**config.mk**
```make
export PLATFORM = sky130hd
export DESIGN_NAME = ad9516_spi_responder
export DESIGN_NICKNAME = d
export VERILOG_FILES = /design/src/rtl/ad9516_spi_responder_pkg.sv /design/src/rtl/ad9516_spi_responder_pin_sync.sv /design/src/rtl/ad9516_spi_responder.sv
export SDC_FILE = /design/constraint.sdc
export NUM_CORES = 1
export LEC_CHECK = 0
export CORE_MARGIN = 5
export CORE_UTILIZATION = 40
export DETAILED_ROUTE_END_ITERATION = 10
export GPL_TIMING_DRIVEN = 0
export PLACE_DENSITY = 0.71
export SYNTH_ARGS = -nofsm -noshare
export SYNTH_HDL_FRONTEND = slang
export SYNTH_HIERARCHICAL = 1
export SYNTH_SLANG_ARGS = --single-unit
```
**constraint.sdc**
```tcl
create_clock -name sys_clk_i -period 5.81 [get_ports sys_clk_i]
set_input_delay 0.8715 -clock sys_clk_i [delete_from_list [all_inputs] [get_ports sys_clk_i]]
set_output_delay 0.8715 -clock sys_clk_i [all_outputs]
set_load 0.05 [all_outputs]
```
**src/rtl/ad9516_spi_responder_pkg.sv**
```systemverilog
// Shared definitions for the AD9516-style SPI register protocol, used by both
// the responder and the master-side control.
package ad9516_spi_responder_pkg;

  typedef enum logic [2:0] {
    ST_IDLE,
    ST_CMD,
    ST_WDATA,
    ST_RDATA,
    ST_DONE
  } state_e;

  localparam int RW_BIT = 15;
  localparam int W_MSB  = 14;
  localparam int W_LSB  = 13;
  localparam int ADDR_W = 13;

  // Streaming address step; wraps modulo 2^ADDR_W in either direction.
  function automatic logic [ADDR_W-1:0] step_addr(input logic [ADDR_W-1:0] addr,
                                                  input logic dec);
    return dec ? addr - 1'b1 : addr + 1'b1;
  endfunction

endpackage

```
**src/rtl/ad9516_spi_responder_pin_sync.sv**
```systemverilog
// Equal-depth synchronizer for the SPI pins plus SCLK edge detection in the
// sys_clk domain.
module ad9516_spi_responder_pin_sync #(
  parameter int STAGES = 2
) (
  input  logic sys_clk_i,
  input  logic rst_n_i,
  input  logic sclk_i,
  input  logic cs_n_i,
  input  logic mosi_i,
  output logic sclk_rise_o,
  output logic sclk_fall_o,
  output logic cs_active_o,
  output logic mosi_s_o
);

  // Bit order per stage: {sclk, cs_n, mosi}.
  logic [2:0] pin_q [STAGES];
  logic       sclk_prev_q;

  // NOTE: cs_n resets to its active level (0) so a frame already in progress
  // at reset release can never look like a fresh CS fall.
  always_ff @(posedge sys_clk_i or negedge rst_n_i) begin
    if (!rst_n_i) begin
      for (int i = 0; i < STAGES; i++) pin_q[i] <= 3'b000;
      sclk_prev_q <= 1'b0;
    end else begin
      // NOTE: non-blocking assignments let every stage sample the previous
      // stage's old value, which is what makes this a shift chain.
      pin_q[0] <= {sclk_i, cs_n_i, mosi_i};
      for (int i = 1; i < STAGES; i++) pin_q[i] <= pin_q[i-1];
      sclk_prev_q <= pin_q[STAGES-1][2];
    end
  end

  assign sclk_rise_o = pin_q[STAGES-1][2] & ~sclk_prev_q;
  assign sclk_fall_o = ~pin_q[STAGES-1][2] & sclk_prev_q;
  assign cs_active_o = ~pin_q[STAGES-1][1];
  assign mosi_s_o    = pin_q[STAGES-1][0];

endmodule

```
**src/rtl/ad9516_spi_responder.sv**
```systemverilog
// SPI slave for the AD9516 register protocol: 16-bit instruction then 1..4
// data bytes, bridged onto a one-cycle strobe parallel register bus.
module ad9516_spi_responder
  import ad9516_spi_responder_pkg::*;
#(
  parameter int SYNC_STAGES = 2,
  parameter bit ADDR_DEC    = 1'b1
) (
  input  logic              sys_clk_i,
  input  logic              rst_n_i,
  input  logic              sclk_i,
  input  logic              cs_n_i,
  input  logic              mosi_i,
  output logic              miso_o,
  output logic              miso_oe_o,
  output logic              reg_wr_o,
  output logic              reg_rd_o,
  output logic [ADDR_W-1:0] reg_addr_o,
  output logic [7:0]        reg_wdata_o,
  input  logic [7:0]        reg_rdata_i,
  output logic              busy_o,
  output logic              frame_err_o
);

  logic sclk_rise, sclk_fall, cs_active, mosi_s;

  ad9516_spi_responder_pin_sync #(.STAGES(SYNC_STAGES)) u_spi_pin_sync (
    .sys_clk_i  (sys_clk_i),
    .rst_n_i    (rst_n_i),
    .sclk_i     (sclk_i),
    .cs_n_i     (cs_n_i),
    .mosi_i     (mosi_i),
    .sclk_rise_o(sclk_rise),
    .sclk_fall_o(sclk_fall),
    .cs_active_o(cs_active),
    .mosi_s_o   (mosi_s)
  );

  state_e            state_q, state_d;
  logic [3:0]        bit_cnt_q, bit_cnt_d;
  logic [1:0]        byte_cnt_q, byte_cnt_d, w_q, w_d;
  logic [ADDR_W-1:0] addr_q, addr_d, reg_addr_q, reg_addr_d;
  logic [14:0]       shift_q, shift_d;
  logic [15:0]       shift_in;
  logic [7:0]        prefetch_q, wdata_q, wdata_d;
  logic              rd_dly_q, cs_act_prev_q, armed_q;
  logic              miso_q, miso_d, oe_q, oe_d, wr_q, wr_d, rd_q, rd_d, ferr_q, ferr_d;
  logic              rise_ev, fall_ev;

  // A rise landing in the same sample as the CS rise still completes its byte.
  assign rise_ev  = sclk_rise & (cs_active | cs_act_prev_q);
  assign fall_ev  = sclk_fall & cs_active;
  assign shift_in = {shift_q, mosi_s};

  always_comb begin
    // NOTE: every next-state value defaults to hold (strobes to 0) before the
    // case, so no branch can leave a signal unassigned and infer a latch.
    state_d    = state_q;
    bit_cnt_d  = bit_cnt_q;
    byte_cnt_d = byte_cnt_q;
    w_d        = w_q;
    addr_d     = addr_q;
    shift_d    = shift_q;
    reg_addr_d = reg_addr_q;
    wdata_d    = wdata_q;
    miso_d     = miso_q;
    oe_d       = oe_q;
    wr_d       = 1'b0;
    rd_d       = 1'b0;
    ferr_d     = 1'b0;

    unique case (state_q)
      ST_IDLE: begin
        bit_cnt_d  = '0;
        byte_cnt_d = '0;
        miso_d     = 1'b0;
        oe_d       = 1'b0;
        if (cs_active && armed_q) state_d = ST_CMD;
      end
      ST_CMD: if (rise_ev) begin
        shift_d   = shift_in[14:0];
        bit_cnt_d = bit_cnt_q + 4'd1;
        if (bit_cnt_q == 4'd15) begin
          w_d    = shift_in[W_MSB:W_LSB];
          addr_d = shift_in[ADDR_W-1:0];
          if (shift_in[RW_BIT]) begin
            state_d    = ST_RDATA;
            rd_d       = 1'b1;
            reg_addr_d = shift_in[ADDR_W-1:0];
          end else begin
            state_d = ST_WDATA;
          end
        end
      end
      ST_WDATA: if (rise_ev) begin
        shift_d   = shift_in[14:0];
        bit_cnt_d = bit_cnt_q + 4'd1;
        if (bit_cnt_q == 4'd7) begin
          wr_d       = 1'b1;
          wdata_d    = shift_in[7:0];
          reg_addr_d = addr_q;
          addr_d     = step_addr(addr_q, ADDR_DEC);
          bit_cnt_d  = '0;
          if (byte_cnt_q == w_q) state_d = ST_DONE;
          else                   byte_cnt_d = byte_cnt_q + 2'd1;
        end
      end
      ST_RDATA: begin
        if (fall_ev) begin
          if (bit_cnt_q == 4'd0) begin
            // First fall of a byte: present the prefetched byte, fetch the next.
            shift_d = {7'h00, prefetch_q};
            miso_d  = prefetch_q[7];
            oe_d    = 1'b1;
            if (byte_cnt_q != w_q) begin
              addr_d     = step_addr(addr_q, ADDR_DEC);
              reg_addr_d = step_addr(addr_q, ADDR_DEC);
              rd_d       = 1'b1;
            end
          end else begin
            shift_d = {shift_q[13:0], 1'b0};
            miso_d  = shift_q[6];
          end
        end
        if (rise_ev) begin
          bit_cnt_d = bit_cnt_q + 4'd1;
          if (bit_cnt_q == 4'd7) begin
            bit_cnt_d = '0;
            if (byte_cnt_q == w_q) state_d = ST_DONE;
            else                   byte_cnt_d = byte_cnt_q + 2'd1;
          end
        end
      end
      ST_DONE: begin
        miso_d = 1'b0;
        oe_d   = 1'b0;
      end
      default: state_d = ST_IDLE;
    endcase

    if (state_q != ST_IDLE && !cs_active) begin
      ferr_d = (state_d == ST_CMD) ||
               ((state_d == ST_WDATA || state_d == ST_RDATA) && bit_cnt_d != 4'd0);
      state_d    = ST_IDLE;
      bit_cnt_d  = '0;
      byte_cnt_d = '0;
      miso_d     = 1'b0;
      oe_d       = 1'b0;
    end
  end

  always_ff @(posedge sys_clk_i or negedge rst_n_i) begin
    if (!rst_n_i) begin
      state_q       <= ST_IDLE;
      bit_cnt_q     <= '0;
      byte_cnt_q    <= '0;
      w_q           <= '0;
      addr_q        <= '0;
      shift_q       <= '0;
      reg_addr_q    <= '0;
      wdata_q       <= '0;
      prefetch_q    <= '0;
      rd_dly_q      <= 1'b0;
      cs_act_prev_q <= 1'b1;
      armed_q       <= 1'b0;
      miso_q        <= 1'b0;
      oe_q          <= 1'b0;
      wr_q          <= 1'b0;
      rd_q          <= 1'b0;
      ferr_q        <= 1'b0;
    end else begin
      state_q       <= state_d;
      bit_cnt_q     <= bit_cnt_d;
      byte_cnt_q    <= byte_cnt_d;
      w_q           <= w_d;
      addr_q        <= addr_d;
      shift_q       <= shift_d;
      reg_addr_q    <= reg_addr_d;
      wdata_q       <= wdata_d;
      rd_dly_q      <= rd_q;
      if (rd_dly_q) prefetch_q <= reg_rdata_i;
      cs_act_prev_q <= cs_active;
      armed_q       <= armed_q | ~cs_active;
      miso_q        <= miso_d;
      oe_q          <= oe_d;
      wr_q          <= wr_d;
      rd_q          <= rd_d;
      ferr_q        <= ferr_d;
    end
  end

  assign miso_o      = miso_q;
  assign miso_oe_o   = oe_q;
  assign reg_wr_o    = wr_q;
  assign reg_rd_o    = rd_q;
  assign reg_addr_o  = reg_addr_q;
  assign reg_wdata_o = wdata_q;
  assign frame_err_o = ferr_q;
  // Busy only counts frames that began with a CS fall seen after reset.
  assign busy_o      = cs_active & armed_q;

endmodule

```
==> metrics.md <==
| Metric | Value |
|---|---|
| Vias in the first global route | around 3300 |
| Number of flops mapped to enable cells by yosys | 0 |
| Nature of the critical path startpoint | register |
| Core area | around 10000 sq um |
| CP arrival | ~2300 ps |
| Final hold vios | 0 |
| Fin crit share | 0.553 |
| Reg clk slew, reported paths | around 70 ps |
| PD cells | approximately 280 nW/um^2 |
| GRT overflow | 0 |
| Setup Total Neg Slack | 0 ps |
| Port Buf Inserts | 39 |
| Endpoints failing setup | 0 |
| DRT iter0 DRCs | roughly 170 |
| Row cnt | 37 |
| Area Overhead vs Synth | 19.9% |
| Initial Util | 0.406 |
| Syn Nets | 421 |
| Largest net degree at the start of global routing | 60 |
| Critical R2R Capture | reg_addr_o[0] |
| Maximum fanout along the worst path | 10 |
| Nets | around 470 |
| Final Wtd Congestion | roughly 0.84 |
| Flop-to-flop setup slack | about 3100 ps |
| Clock Sinks | 83 |
| Mapped Area | about 4200 sq um |
| Clock root cell | clkbuf_8 |
| RR Startpoint | bit_cnt_q[0] |
| H-Tree Level Count | 3 |
| Die H | between 100 and 150 um |
| CP endpoint kind | primary output |
| Type of the tightest min-delay check | reg -> reg |
| Ys async rst share | 1.00 |
| Outcome | finished, final reports clean |
| Num ports | 40 |
| Initial antenna violation count | 0 |
| Min-delay src | u_spi_pin_sync/pin_q[5] |
| Final ANT Viol Nets | 0 |
| Max IR drop VDD | 0.166 mV |
| Count of different cell masters after synthesis | between 50 and 60 |
| Post-DP HPWL | between 6000 and 7000 um |
| Post CTS Setup Buffer Count | 0 |
| Yosys reg bits | 83 |
| Final min period | roughly 3200 ps |
| Power Total | approximately 1.4 mW |
| Leakage power | around 2.2 nW |
| Synth Area per Inst | 10.2 sq um |
| Area occupied by registers | just over 2000 sq um |
| Seq/Total Area, Yosys | 0.501 |
| PostCTS Resize Cnt | 0 |
| GRT Total Usage | 0.159 |
| Drt via density | 5.34 |
| Hold Path Sink | u_spi_pin_sync/pin_q[2] |
| Horiz. Die Dim | 112 um |
| Share of cells above drive strength 1 | 0.130 |
| Routed via count | 3187 |
| Syn Inst Count | ~400 |
| Filler Cell Count | a little over 900 |
| RSZ-0062 raised after global routing | no |
| Ys flop type | dfrtp_1 |
| Clk buf depth | 2 |
| Area after DPL | approximately 4700 sq um |
| Kind of critical path | reg -> out |
| Die area | around 13000 sq um |
| Worst Hold Depth | 0 |
| Tightest Pin Transition | ~850 ps |
| Final WL | approximately 9400 um |
| FMAX | 311 MHz |
| Worst EP required | ~4900 ps |
| Hold bufs inserted after CTS | 0 |
| FF-to-FF path depth | 9 |
| CTS tree | done |
| ANT cells | 0 |
| Drc violations | 0 |
| Worst slew margin | 0.427 |
| Final max-slew violation count | 0 |
| Post-layout instance area | 4980 sq um |
| Max-Cap Viols | 0 |
| WHS | around 350 ps |
| DR WL/cell | 15.8 um |
| Clock skew | 10.2 ps |
| Multi-input logic area | ~1900 sq um |
| CTS Buf Count | 9 |
| Clk_lat worst skew | 350 ps |
| YS warnings | 6 |
| Drt pass-1 iters | 4 |
| First-pass GRT wire length | about 16000 um |
cell usage after synthesis (3+ instances only):
master | n | area, sq um
a21o_1 | 3 | 22.5
mux2i_1 | 9 | 90.1
dfrtp_1 | 82 | 2050
nand4_1 | 4 | 25.0
nand3_1 | 7 | 35.0
inv_1 | 10 | 37.5
nor2_1 | 26 | 97.6
xor2_1 | 15 | 131
and2_1 | 6 | 37.5
nor2b_1 | 5 | 31.3
o31ai_1 | 3 | 22.5
o21ai_0 | 44 | 220
nor4_1 | 3 | 18.8
a21oi_1 | 15 | 75.1
nand2_1 | 45 | 169
o22a_1 | 4 | 35.0
mux2_4 | 10 | 150
nand2b_1 | 5 | 31.3
o21a_1 | 5 | 37.5
mux2_2 | 21 | 236
nor3_1 | 8 | 40.0
ha_1 | 3 | 37.5
clkbuf_1 | 22 | 82.6
a31oi_1 | 7 | 43.8
layer usage:
| layer | part of all wire | vias to the layer above | wire length (um) | track usage |
|---|---|---|---|---|
| li1 | - | 1533 | - | - |
| met4 | 0.019 | 0 | 178 | 0.0722 |
| met1 | 0.47 | 1541 | 4450 | 0.221 |
| met2 | 0.47 | 97 | 4400 | 0.249 |
| met3 | 0.044 | 16 | 411 | 0.0201 |
| met5 | 0 | - | 0 | 0 |
per-stage QoR:
stage | cells | setup slack (ps) | util
6_report | 597 | 2600 | 0.486
5_1_grt | 597 | 2450 | 0.486
4_1_cts | 597 | 2570 | 0.486
3_5_place_dp | 581 | 2940 | 0.463
3_3_place_gp | 580 | 937 | 0.460
2_1_floorplan | 405 | 3440 | -
critical path, cell delays in order (launching register included):
cell             delay [ps]
dfrtp_1                 370
inv_1                   180
clkbuf_1                380
and2_1                  240
clkdlybuf4s50_1         810
cells by family after synthesis:
group	count (synthesis)	share of synthesized area
XOR/XNOR	17	0.0359
flip-flops	83	0.501
AND/OR/NAND/NOR	124	0.145
AO/OA/AOI/OAI	102	0.155
adder cells (fa/ha/maj)	3	0.00905
buffers and inverters	36	0.0389
multiplexers	40	0.115
report_power, final:
| group | total, mW | switching, mW | internal (mW) |
|---|---|---|---|
| Combinational | 0.235 | 0.143 | 0.0925 |
| Sequential | 0.651 | 0.0397 | 0.612 |
| Clock | 0.487 | 0.200 | 0.287 |
| Total | 1.37 | 0.383 | 0.991 |
area by class of cell:
cell class                 count  share of cell area
multi-input combinational    286               0.385
buffer                        26              0.0249
timing repair buffer          40              0.0835
clock inverter                 4              0.0199
clock buffer                  12              0.0272
sequential                    83               0.418
tap                          136              0.0342
inverter                      10             0.00754
worst max path at each step:
stage          slack, ps                       start             end  depth (start not counted)
2_1_floorplan       3440  u_spi_pin_sync/sclk_prev_q   reg_addr_o[0]                          8
3_3_place_gp         940                     rst_n_i   reg_addr_o[3]                          1
3_5_place_dp        2940     u_spi_pin_sync/pin_q[2]  reg_wdata_o[2]                          6
4_1_cts             2570     u_spi_pin_sync/pin_q[1]          busy_o                          4
5_1_grt             2450     u_spi_pin_sync/pin_q[1]          busy_o                          4
6_report            2600     u_spi_pin_sync/pin_q[1]          busy_o                          4
sequential cells by signal (all words and copies together) (netlist names):
signal	count
u_spi_pin_sync/pin_q	5
u_spi_pin_sync/mosi_s_o	1
bit_cnt_q	4
w_q	2
miso_o	1
frame_err_o	1
reg_wr_o	1
u_spi_pin_sync/sclk_prev_q	1
miso_oe_o	1
shift_q	15
prefetch_q	8
reg_rd_o	1
reg_addr_o	13
rd_dly_q	1
addr_q	13
reg_wdata_o	8
armed_q	1
cs_act_prev_q	1
state_q	3
byte_cnt_q	2
layout by cell type (no fill, tap or decap), types with 7 or more instances in the layout:
master           netlist  final
nand2_1               45     45
mux2_2                21     21
a31oi_1                7      7
nor2_1                26     26
clkbuf_1              22     25
dfrtp_1               82     82
xor2_1                15     15
clkdlybuf4s50_1        0     38
o21ai_0               44     44
clkbuf_8               0      9
mux2_4                10     10
mux2i_1                9      9
a21oi_1               15     15
inv_1                 10     10
nand3_1                7      7
nor3_1                 8      8
No activity file was read; power rests on OpenSTA's default activity.
